### config.mk
export PLATFORM = sky130hd
export DESIGN_NAME = tty_iot_flat
export DESIGN_NICKNAME = d
export VERILOG_FILES = /design/src/rtl/tty_iot_pkg.sv /design/src/rtl/tty_iot_if.sv /design/src/rtl/tty_rxfifo.sv /design/src/rtl/tty_iot.sv /design/src/flat_wrapper.sv
export SDC_FILE = /design/constraint.sdc
export NUM_CORES = 1
export LEC_CHECK = 0
export BUFFER_PORTS_ARGS = -buffer_cell sky130_fd_sc_hd__buf_4
export CAP_MARGIN = 20
export CORE_MARGIN = 8
export CORE_UTILIZATION = 35
export DETAILED_ROUTE_END_ITERATION = 10
export HOLD_SLACK_MARGIN = 0.08
export PLACE_DENSITY = 0.65
export SYNTH_ARGS = -nofsm -noshare
export SYNTH_HDL_FRONTEND = slang
export SYNTH_SLANG_ARGS = --single-unit
export TNS_END_PERCENT = 50
### constraint.sdc
create_clock -name clk -period 2.23 [get_ports clk]
set_clock_uncertainty 0.15 [all_clocks]
set_input_delay 0.669 -clock clk [delete_from_list [all_inputs] [get_ports clk]]
set_output_delay 0.669 -clock clk [all_outputs]
set_load 0.1 [all_outputs]
### src/rtl/tty_iot_pkg.sv
`default_nettype none
// +--------------------------------------------------------------------+
// | tty_iot_pkg : shared constants and types for the console TTY block  |
// | Revision 1.0                                                        |
// +--------------------------------------------------------------------+
package tty_iot_pkg;

   localparam logic [5:0] KBD_DEV_CODE = 6'o03;
   localparam logic [5:0] PRT_DEV_CODE = 6'o04;

   // Op bits combine; these name the bit roles plus the codes that break the pattern.
   localparam int OP_SKIP = 0;
   localparam int OP_CLR  = 1;
   localparam int OP_XFER = 2;

   localparam logic [2:0] KOP_KCF = 3'd0;
   localparam logic [2:0] KOP_KIE = 3'd5;
   localparam logic [2:0] POP_TFL = 3'd0;
   localparam logic [2:0] POP_TSK = 3'd5;

   typedef enum logic [1:0] {
      TX_IDLE    = 2'd0,
      TX_STB     = 2'd1,
      TX_WAIT_LO = 2'd2,
      TX_WAIT_HI = 2'd3
   } tx_state_t;

endpackage
`default_nettype wire

### src/rtl/tty_iot_if.sv
`default_nettype none
// +--------------------------------------------------------------------+
// | tty_iot_if : CPU IOT and UART handshake signals of the TTY block    |
// | Revision 1.0                                                        |
// +--------------------------------------------------------------------+
interface tty_iot_if;
   logic        iotStb;
   logic [5:0]  device;
   logic [2:0]  op;
   logic [11:0] acIn;
   logic [11:0] acOut;
   logic        acLoad;
   logic        skip;
   logic        iotDone;
   logic        irq;
   logic [7:0]  txData;
   logic        txStb;
   logic        txRdy;
   logic [7:0]  rxData;
   logic        rxRdy;
   logic        rxAck;

   modport slave (
      input  iotStb, device, op, acIn, txRdy, rxData, rxRdy,
      output acOut, acLoad, skip, iotDone, irq, txData, txStb, rxAck
   );

   modport master (
      output iotStb, device, op, acIn, txRdy, rxData, rxRdy,
      input  acOut, acLoad, skip, iotDone, irq, txData, txStb, rxAck
   );
endinterface
`default_nettype wire

### src/rtl/tty_rxfifo.sv
`default_nettype none
// +--------------------------------------------------------------------+
// | tty_rxfifo : synchronous receive FIFO, head always visible          |
// | Revision 1.0                                                        |
// +--------------------------------------------------------------------+
module tty_rxfifo #(
   parameter int DEPTH = 4,
   parameter int WIDTH = 8
) (
   input  wire logic             clk,
   input  wire logic             rst_n,
   input  wire logic             i_push,
   input  wire logic [WIDTH-1:0] i_data,
   input  wire logic             i_pop,
   output logic                  o_full,
   output logic                  o_empty,
   output logic [WIDTH-1:0]      o_head
);
   localparam int AW = $clog2(DEPTH);

   logic [AW:0]      r_wr, r_rd;
   logic [WIDTH-1:0] r_mem [DEPTH];
   logic             w_doPush, w_doPop;

   assign o_empty  = (r_wr == r_rd);
   assign o_full   = (r_wr[AW] != r_rd[AW]) && (r_wr[AW-1:0] == r_rd[AW-1:0]);
   assign o_head   = r_mem[r_rd[AW-1:0]];
   assign w_doPush = i_push && !o_full;
   assign w_doPop  = i_pop && !o_empty;

   always_ff @(posedge clk or negedge rst_n) begin
      if (!rst_n) begin
         r_wr <= '0;
         r_rd <= '0;
         for (int i = 0; i < DEPTH; i++) r_mem[i] <= '0;
      end else begin
         if (w_doPush) begin
            r_mem[r_wr[AW-1:0]] <= i_data;
            r_wr                <= r_wr + 1'b1;
         end
         if (w_doPop) r_rd <= r_rd + 1'b1;
      end
   end
endmodule
`default_nettype wire

### src/rtl/tty_iot.sv
`default_nettype none
// +--------------------------------------------------------------------+
// | tty_iot : KL8E-style console teletype controller (devices 03/04)    |
// | Define TTY_RXFIFO_EN for a receive FIFO ahead of the keyboard buffer|
// | Revision 1.0                                                        |
// +--------------------------------------------------------------------+
module tty_iot
   import tty_iot_pkg::*;
#(
   parameter logic [5:0] KBD_DEV      = KBD_DEV_CODE,
   parameter logic [5:0] PRT_DEV      = PRT_DEV_CODE,
   parameter int         RXFIFO_DEPTH = 4
) (
   input  wire logic clk,
   input  wire logic rst_n,
   tty_iot_if.slave  bus
);
   logic        w_kbdSel, w_prtSel, w_kbdClr, w_kie, w_prtSet, w_prtClr, w_print;
   logic        w_skip, w_kbdFlag, w_push, w_txGo, w_txDone;
   logic [7:0]  w_kbdBuf;
   logic [11:0] w_acNext;
   tx_state_t   r_txState, w_txNext;
   logic        r_iotDone, r_acLoad, r_skip, r_rxAck, r_prtFlag, r_ie, r_pend;
   logic [11:0] r_acOut;
   logic [7:0]  r_hold;

   generate
      if (RXFIFO_DEPTH < 2 || (RXFIFO_DEPTH & (RXFIFO_DEPTH - 1)) != 0) begin : g_bad_depth
         $error("RXFIFO_DEPTH must be a power of two, at least 2");
      end
   endgenerate

   assign w_kbdSel = bus.iotStb && (bus.device == KBD_DEV);
   assign w_prtSel = bus.iotStb && (bus.device == PRT_DEV);
   assign w_kbdClr = w_kbdSel && ((bus.op == KOP_KCF) || bus.op[OP_CLR]);
   assign w_kie    = w_kbdSel && (bus.op == KOP_KIE);
   assign w_prtSet = w_prtSel && (bus.op == POP_TFL);
   assign w_prtClr = w_prtSel && bus.op[OP_CLR];
   assign w_print  = w_prtSel && bus.op[OP_XFER] && !bus.op[OP_SKIP];

   always_comb begin
      w_skip = 1'b0;
      if (w_kbdSel)
         w_skip = bus.op[OP_SKIP] && (bus.op != KOP_KIE) && w_kbdFlag;
      else if (w_prtSel)
         w_skip = (bus.op == POP_TSK) ? (r_prtFlag || w_kbdFlag)
                                      : (bus.op[OP_SKIP] && r_prtFlag);
   end

   assign w_acNext = (bus.op[OP_CLR] ? 12'd0 : bus.acIn)
                   | ((w_kbdSel && bus.op[OP_XFER]) ? {4'd0, w_kbdBuf} : 12'd0);

`ifdef TTY_RXFIFO_EN
   logic w_full, w_empty;

   // r_rxAck gates the push so a slow UART release cannot double-load one byte.
   assign w_push    = bus.rxRdy && !w_full && !r_rxAck;
   assign w_kbdFlag = !w_empty;

   tty_rxfifo #(.DEPTH(RXFIFO_DEPTH), .WIDTH(8)) u_rxfifo (
      .clk     (clk),
      .rst_n   (rst_n),
      .i_push  (w_push),
      .i_data  (bus.rxData),
      .i_pop   (w_kbdClr),
      .o_full  (w_full),
      .o_empty (w_empty),
      .o_head  (w_kbdBuf)
   );
`else
   logic       r_kbdFlag;
   logic [7:0] r_kbdBuf;

   assign w_push    = bus.rxRdy && !r_kbdFlag && !r_rxAck;
   assign w_kbdFlag = r_kbdFlag;
   assign w_kbdBuf  = r_kbdBuf;

   always_ff @(posedge clk or negedge rst_n) begin
      if (!rst_n) begin
         r_kbdFlag <= 1'b0;
         r_kbdBuf  <= 8'd0;
      end else begin
         r_kbdFlag <= (r_kbdFlag && !w_kbdClr) || w_push;
         if (w_push) r_kbdBuf <= bus.rxData;
      end
   end
`endif

   always_ff @(posedge clk or negedge rst_n) begin
      if (!rst_n) begin
         r_iotDone <= 1'b0;
         r_acOut   <= 12'd0;
         r_acLoad  <= 1'b0;
         r_skip    <= 1'b0;
         r_rxAck   <= 1'b0;
         r_prtFlag <= 1'b0;
         r_ie      <= 1'b1;
         r_hold    <= 8'd0;
         r_pend    <= 1'b0;
      end else begin
         r_iotDone <= w_kbdSel || w_prtSel;
         r_acOut   <= (w_kbdSel || w_prtSel) ? w_acNext : 12'd0;
         r_acLoad  <= w_kbdSel && (bus.op[OP_CLR] || bus.op[OP_XFER]);
         r_skip    <= w_skip;
         r_rxAck   <= w_push;
         r_prtFlag <= (r_prtFlag && !w_prtClr) || w_prtSet || w_txDone;
         if (w_kie)   r_ie   <= bus.acIn[0];
         if (w_print) r_hold <= bus.acIn[7:0];
         if (w_txGo)
            r_pend <= 1'b0;
         else if (w_print)
            r_pend <= 1'b1;
      end
   end

   always_ff @(posedge clk or negedge rst_n) begin
      if (!rst_n) r_txState <= TX_IDLE;
      else        r_txState <= w_txNext;
   end

   // A print arriving in IDLE is launched directly so txStb follows the IOT by one cycle.
   always_comb begin
      w_txNext = r_txState;
      w_txGo   = 1'b0;
      w_txDone = 1'b0;
      case (r_txState)
         TX_IDLE: begin
            if ((r_pend || w_print) && bus.txRdy) begin
               w_txNext = TX_STB;
               w_txGo   = 1'b1;
            end
         end
         TX_STB:     w_txNext = TX_WAIT_LO;
         TX_WAIT_LO: if (!bus.txRdy) w_txNext = TX_WAIT_HI;
         TX_WAIT_HI: begin
            if (bus.txRdy) begin
               w_txNext = TX_IDLE;
               w_txDone = 1'b1;
            end
         end
         default:    w_txNext = TX_IDLE;
      endcase
   end

   assign bus.acOut   = r_acOut;
   assign bus.acLoad  = r_acLoad;
   assign bus.skip    = r_skip;
   assign bus.iotDone = r_iotDone;
   assign bus.irq     = r_ie && (w_kbdFlag || r_prtFlag);
   assign bus.txData  = r_hold;
   assign bus.txStb   = (r_txState == TX_STB);
   assign bus.rxAck   = r_rxAck;
endmodule
`default_nettype wire
### src/flat_wrapper.sv
// flat-port wrapper written by rule: the top's interface ports become plain ports
module tty_iot_flat import tty_iot_pkg::*;
#(
   parameter logic [5:0] KBD_DEV      = KBD_DEV_CODE,
   parameter logic [5:0] PRT_DEV      = PRT_DEV_CODE,
   parameter int         RXFIFO_DEPTH = 4
)
  (clk, rst_n, bus_iotStb, bus_device, bus_op, bus_acIn, bus_txRdy, bus_rxData, bus_rxRdy, bus_acOut, bus_acLoad, bus_skip, bus_iotDone, bus_irq, bus_txData, bus_txStb, bus_rxAck);
  tty_iot_if bus_i ();
  input  wire logic clk;
  input  wire logic rst_n;
  input wire logic [$bits(bus_i.iotStb)-1:0] bus_iotStb;
  input wire logic [$bits(bus_i.device)-1:0] bus_device;
  input wire logic [$bits(bus_i.op)-1:0] bus_op;
  input wire logic [$bits(bus_i.acIn)-1:0] bus_acIn;
  input wire logic [$bits(bus_i.txRdy)-1:0] bus_txRdy;
  input wire logic [$bits(bus_i.rxData)-1:0] bus_rxData;
  input wire logic [$bits(bus_i.rxRdy)-1:0] bus_rxRdy;
  output wire logic [$bits(bus_i.acOut)-1:0] bus_acOut;
  output wire logic [$bits(bus_i.acLoad)-1:0] bus_acLoad;
  output wire logic [$bits(bus_i.skip)-1:0] bus_skip;
  output wire logic [$bits(bus_i.iotDone)-1:0] bus_iotDone;
  output wire logic [$bits(bus_i.irq)-1:0] bus_irq;
  output wire logic [$bits(bus_i.txData)-1:0] bus_txData;
  output wire logic [$bits(bus_i.txStb)-1:0] bus_txStb;
  output wire logic [$bits(bus_i.rxAck)-1:0] bus_rxAck;
  assign bus_i.iotStb = bus_iotStb;
  assign bus_i.device = bus_device;
  assign bus_i.op = bus_op;
  assign bus_i.acIn = bus_acIn;
  assign bus_i.txRdy = bus_txRdy;
  assign bus_i.rxData = bus_rxData;
  assign bus_i.rxRdy = bus_rxRdy;
  assign bus_acOut = bus_i.acOut;
  assign bus_acLoad = bus_i.acLoad;
  assign bus_skip = bus_i.skip;
  assign bus_iotDone = bus_i.iotDone;
  assign bus_irq = bus_i.irq;
  assign bus_txData = bus_i.txData;
  assign bus_txStb = bus_i.txStb;
  assign bus_rxAck = bus_i.rxAck;
  tty_iot #(.KBD_DEV(KBD_DEV), .PRT_DEV(PRT_DEV), .RXFIFO_DEPTH(RXFIFO_DEPTH)) u_core (.clk(clk), .rst_n(rst_n), .bus(bus_i));
endmodule
[Word-level counts from Yosys, hierarchy flattened]
Cells that the tools add are included.
Cells by class
  bitwise gates (word level): 1
  reduce and logical (&&, ||, !) cells: 36
  eq/ne operators: 10
  multiplexer cells: 16
Operators with widths (number)
  two-way mux 12 bit: 2
  logical AND 1 bit: 19
  bitwise OR 12 bit: 1
  two-way mux 1 bit: 9
  logical OR 1 bit: 8
  two-way mux 8 bit: 1
  case mux 2 bit (4 select lines): 1
  == test 6 x 2 -> 1 bit (second input constant): 1
  == test 6 x 3 -> 1 bit (second input constant): 1
  two-way mux 2 bit: 3
  zero test 1 bit: 5
  == test 2 bit (second input constant): 2
  inequality test 2 bit (second input constant): 2
  == test 3 bit (second input constant): 1
  zero test 3 bit: 1
  inequality test 3 bit (second input constant): 1
  AND reduction 3 bit: 1
  == test 2 x 1 -> 1 bit (second input constant): 1
  zero test 2 bit: 1
  inequality test 2 x 1 -> 1 bit (second input constant): 1
  nonzero test 2 bit: 1
Word-level totals
  logic and storage cells: 75
  register bits after elaboration: 38

[Depth between registers and ports, before layout]
  depth in word-level cells: 9
  mapped depth: 6
  mapped depth without buffers: 6

[Worst setup path before layout]
No wires, ideal clock.
  path type: reg2out
  start: reg u_core.r_ie
  end: out bus_irq
  arrival time: 1856 ps
  buffers on the path: 0
  required time: 1411 ps
  stages on the path, launching flop included: 2
  path slack: -445 ps
  cell sequence: dfstp_2 nor2b_1
On the way
  cells in the longest elaborated chain, start to end: 1
RTL lines
  start: declaration: RTL line tty_iot.sv:23  | logic r_iotDone, r_acLoad, r_skip, r_rxAck, r_prtFlag, r_ie, r_pend;
  start signal: assignment: RTL line tty_iot.sv:107  | if (w_kie) r_ie <= bus.acIn[0];
  logical AND 1 bit: RTL line tty_iot.sv:149  | assign bus.irq = r_ie && (w_kbdFlag || r_prtFlag);
  end: declaration: RTL line flat_wrapper.sv:23  | output wire logic [$bits(bus_i.irq)-1:0] bus_irq;
No other way between the ends.

[Worst setup path in the final report]
  start: in bus_device[5]
  end: reg u_core.r_txState[1]
On the way
  cells in the longest elaborated chain, start to end: 8
RTL lines
  start: declaration: RTL line flat_wrapper.sv:13  | input wire logic [$bits(bus_i.device)-1:0] bus_device;
  == test 6 x 3 -> 1 bit: RTL line tty_iot.sv:34  | assign w_prtSel = bus.iotStb && (bus.device == PRT_DEV);
  logical AND 1 bit: RTL line tty_iot.sv:34
  logical AND 1 bit (2 in a row): RTL line tty_iot.sv:39  | assign w_print = w_prtSel && bus.op[OP_XFER] && !bus.op[OP_SKIP];
  logical OR 1 bit: RTL line tty_iot.sv:128  | if ((r_pend || w_print) && bus.txRdy) begin
  logical AND 1 bit: RTL line tty_iot.sv:128
  inequality test 2 x 1 -> 1 bit (no line)
  AND reduction 3 bit (no line)
  end signal: assignment: RTL line tty_iot.sv:118  | else r_txState <= w_txNext;
  end: declaration: RTL line tty_iot.sv:22  | tx_state_t r_txState, w_txNext;
No other way between the ends.
A chain may end at the register's enable or synchronous reset.

==> summary.txt <==
Floorplanning
  • Chip width: between 80 and 90 microns
  • Row count: 25
  • Die H: about 84 microns
  • Starting Density: a little over a third
  • Core area: around 0.0046 sq mm
  • Ports: 60
  • Area of the die: 0.00713 sq mm

Drt
  • WL final: 3720 microns
  • Antenna Nets Post-Route: 0
  • DR iter-0 viols: 44
  • Via density: ~4.7
  • Routed len/inst: between 15 and 20 microns
  • Drt pass-1 iters: 4
  • DRC Markers: 0
  • Vias: roughly 1100

Logic synthesis
  • Number of synthesized flops with an enable pin: 0
  • Async S/R FF share, synth: 100%
  • Synth Cell Area: 0.00164 sq mm
  • Gate Count Post-Synth: around 120
  • Area share of the largest cell type after synthesis: a little under three fifths
  • Syn nets: roughly 160
  • Sequential-to-total area share from yosys stat: 58.0%
  • Syn Area/Cell: roughly 14 sq um
  • Yosys cell types: 34
  • Yosys warns: 0
  • Ranking of synthesized cells by area: dfrtp_1 (56%), mux2_4 (7.3%), mux2_2 (5.5%), a22o_1 (4.3%), ha_1 (3.8%)
  • Most used DFF post-synth: dfrtp_1
  • Synth Register Bits: 38
  • Area leader, netlist: dfrtp_1

STA
  • Tightest Pin Transition: just under 0.5 ns
  • Min Tclk post-route: between 2 and 2.5 ns
  • Hold_ws: around 0.18 ns
  • Post-route setup TNS: 0 ns
  • Setup ws final: between 0.09 and 0.1 ns
  • Tcrit/Tclk final: between 90% and 100%
  • RSZ-0062 raised after global routing: false
  • Slew HR: 67.8%
  • Final Hold Vio Count: 0
  • Peak Freq: around 470 MHz
  • Count of pins over their slew limit: 0
  • Final setup viols: 0

Power
  • VDD IR max: about 0.00023 V
  • Pwr Density: approximately 840 mW/mm^2
  • Leakage: ~1.2 nW
  • Power, Total: 1.91 mW

Setup path
  • Req. time, crit path: 2.24 ns
  • Startpoint types: input port
  • Top delay family on crit path: simple AND/OR/NAND/NOR gates
  • Critical path cell sequence: buf_4, or4b_1, buf_4, nor3_1, a21o_1, mux2_1
  • Most used cell, CP: buf_4
  • CP Capture Type: flop
  • Crit Path Category: in -> reg
  • Crit-path max cell delay: approximately 0.5 ns
  • Worst EP arrival: approximately 2.1 ns
  • FF-to-FF setup slack: 0.12 ns
  • FF-to-FF path depth: 6
  • Worst r2r src: u_core.r_txState[0]
  • Buf/Inv on CP: 2
  • CP max FO: 6
  • FF-to-FF End: u_core.r_txState[1]
  • Slowest cell on crit path: or4b_1

Global routing
  • Global Route Usage Sum: a little over a tenth
  • Largest net degree at the start of global routing: 39
  • Initial antenna violation count: 0
  • Gr ovfl total: 0
  • First-pass GRT wire length: 5950 microns
  • Vias in the first global route: roughly 1200

Cells and area
  • Final Non-Filler Cells: 239
  • Final instance area: 0.00227 sq mm
  • Layout cells sized above 1: 51.9%
  • Antenna cells: 0
  • Area Overhead vs Synth: 38.4%
  • Final Core Density: 49.1%
  • Post-layout nets: 223

CTS
  • Clock latency on the worst-skew pair: about 0.28 ns
  • H-tree depth: 2
  • Clock sinks: 38
  • Post-cts gate resize count: 0
  • CTS tree: yes
  • Inserted Clock Buffers: 5
  • Clock buffer depth: 2
  • Clk root buf: clkbuf_8
  • Clock transition at the registers of the reported paths: 0.07 ns
  • Setup Fix Bufs, Post-CTS: 0
  • Post-cts hold buffer count: 0

Placed design
  • Placed insts: approximately 230
  • Dpl ws: -0.205 ns
  • Placed cell areas: roughly 0.0022 sq mm
  • IO Port Bufs: 59
  • Detailed Place HPWL: 2930 microns
  • Gpl congestion: around 0.84

Worst hold path
  • Hold Path Class: in -> async

Job
  • Max-capacitance violation count: 0

Run status
  • Outcome: finished, final reports clean
-- power breakdown --
group | internal (mW) | switching (mW)
Combinational | 0.234 | 0.314
Clock | 0.248 | 0.236
Sequential | 0.805 | 0.0713
-- cell type report --
| type | count | area [sq um] |
|---|---|---|
| well taps | 54 | 67.6 |
| inverters | 4 | 15.0 |
| flip-flops and latches | 38 | 952 |
| clock buffers | 6 | 82.6 |
| repair buffers | 65 | 488 |
| clock inverters | 2 | 12.5 |
| fillers | 434 | 2360 |
| multi-input cells | 70 | 653 |
-- cells by family (layout without fill, tap and decap cells) --
family	after synthesis	after routing	share of synthesized area, %
compound gates	22	22	10.6
fa+ha+maj	5	5	3.81
buf+inv	8	77	2.59
flops	38	38	58.0
mux	18	18	14.2
simple gates	25	25	10.8
-- flip-flops by register name, indices dropped and copies added (netlist names) --
name	flops
u_core.bus.skip	1
u_core.r_ie	1
u_core.r_txState	2
u_core.r_kbdBuf	8
u_core.r_kbdFlag	1
u_core.r_prtFlag	1
u_core.bus.rxAck	1
u_core.r_pend	1
u_core.bus.txData	8
u_core.bus.acLoad	1
u_core.bus.acOut	12
u_core.bus.iotDone	1
-- layout by cell type, fill, tap and decap left out, drive strengths merged, types with 2 or more instances in the layout --
cell type   n
dfrtp      37
inv         4
nor2b       2
clkbuf      6
a22o        8
nor2        5
o21ai       2
a21o        2
nand2       3
a21oi       3
nor3        2
nand3b      2
ha          5
mux2       18
and2        6
buf        65
-- worst max-delay path by stage --
stage / startpoint / endpoint / slack, ns / depth (start not counted)
6_report: bus_device[5] / u_core.r_txState[1] / 0.1 / 6
3_3_place_gp: bus_device[5] / u_core.bus.txData[2] / -0.15 / 6
5_1_grt: u_core.r_txState[0] / u_core.r_txState[1] / 0.03 / 6
2_1_floorplan: bus_device[5] / u_core.r_txState[1] / 0.01 / 5
4_1_cts: bus_device[5] / u_core.r_txState[1] / 0.1 / 6
3_5_place_dp: bus_device[5] / u_core.r_txState[1] / -0.21 / 6
-- routing by layer --
metal,vias to the layer above,global-route usage (%),part of all wire [%]
met4,0,4.37,0.62
li1,550,-,-
met2,26,19.3,55
met5,-,0,0
met1,544,10.5,39
met3,5,3.71,5.2
-- Yosys cell counts, drive strengths merged (3+ instances only) --
cell and n:
ha 5, nand2 3, dfrtp 37, nor2 5
buf 4, a22o 8, a21oi 3, inv 4
mux2 18, and2 6
Power figures use the tool's default switching activity.
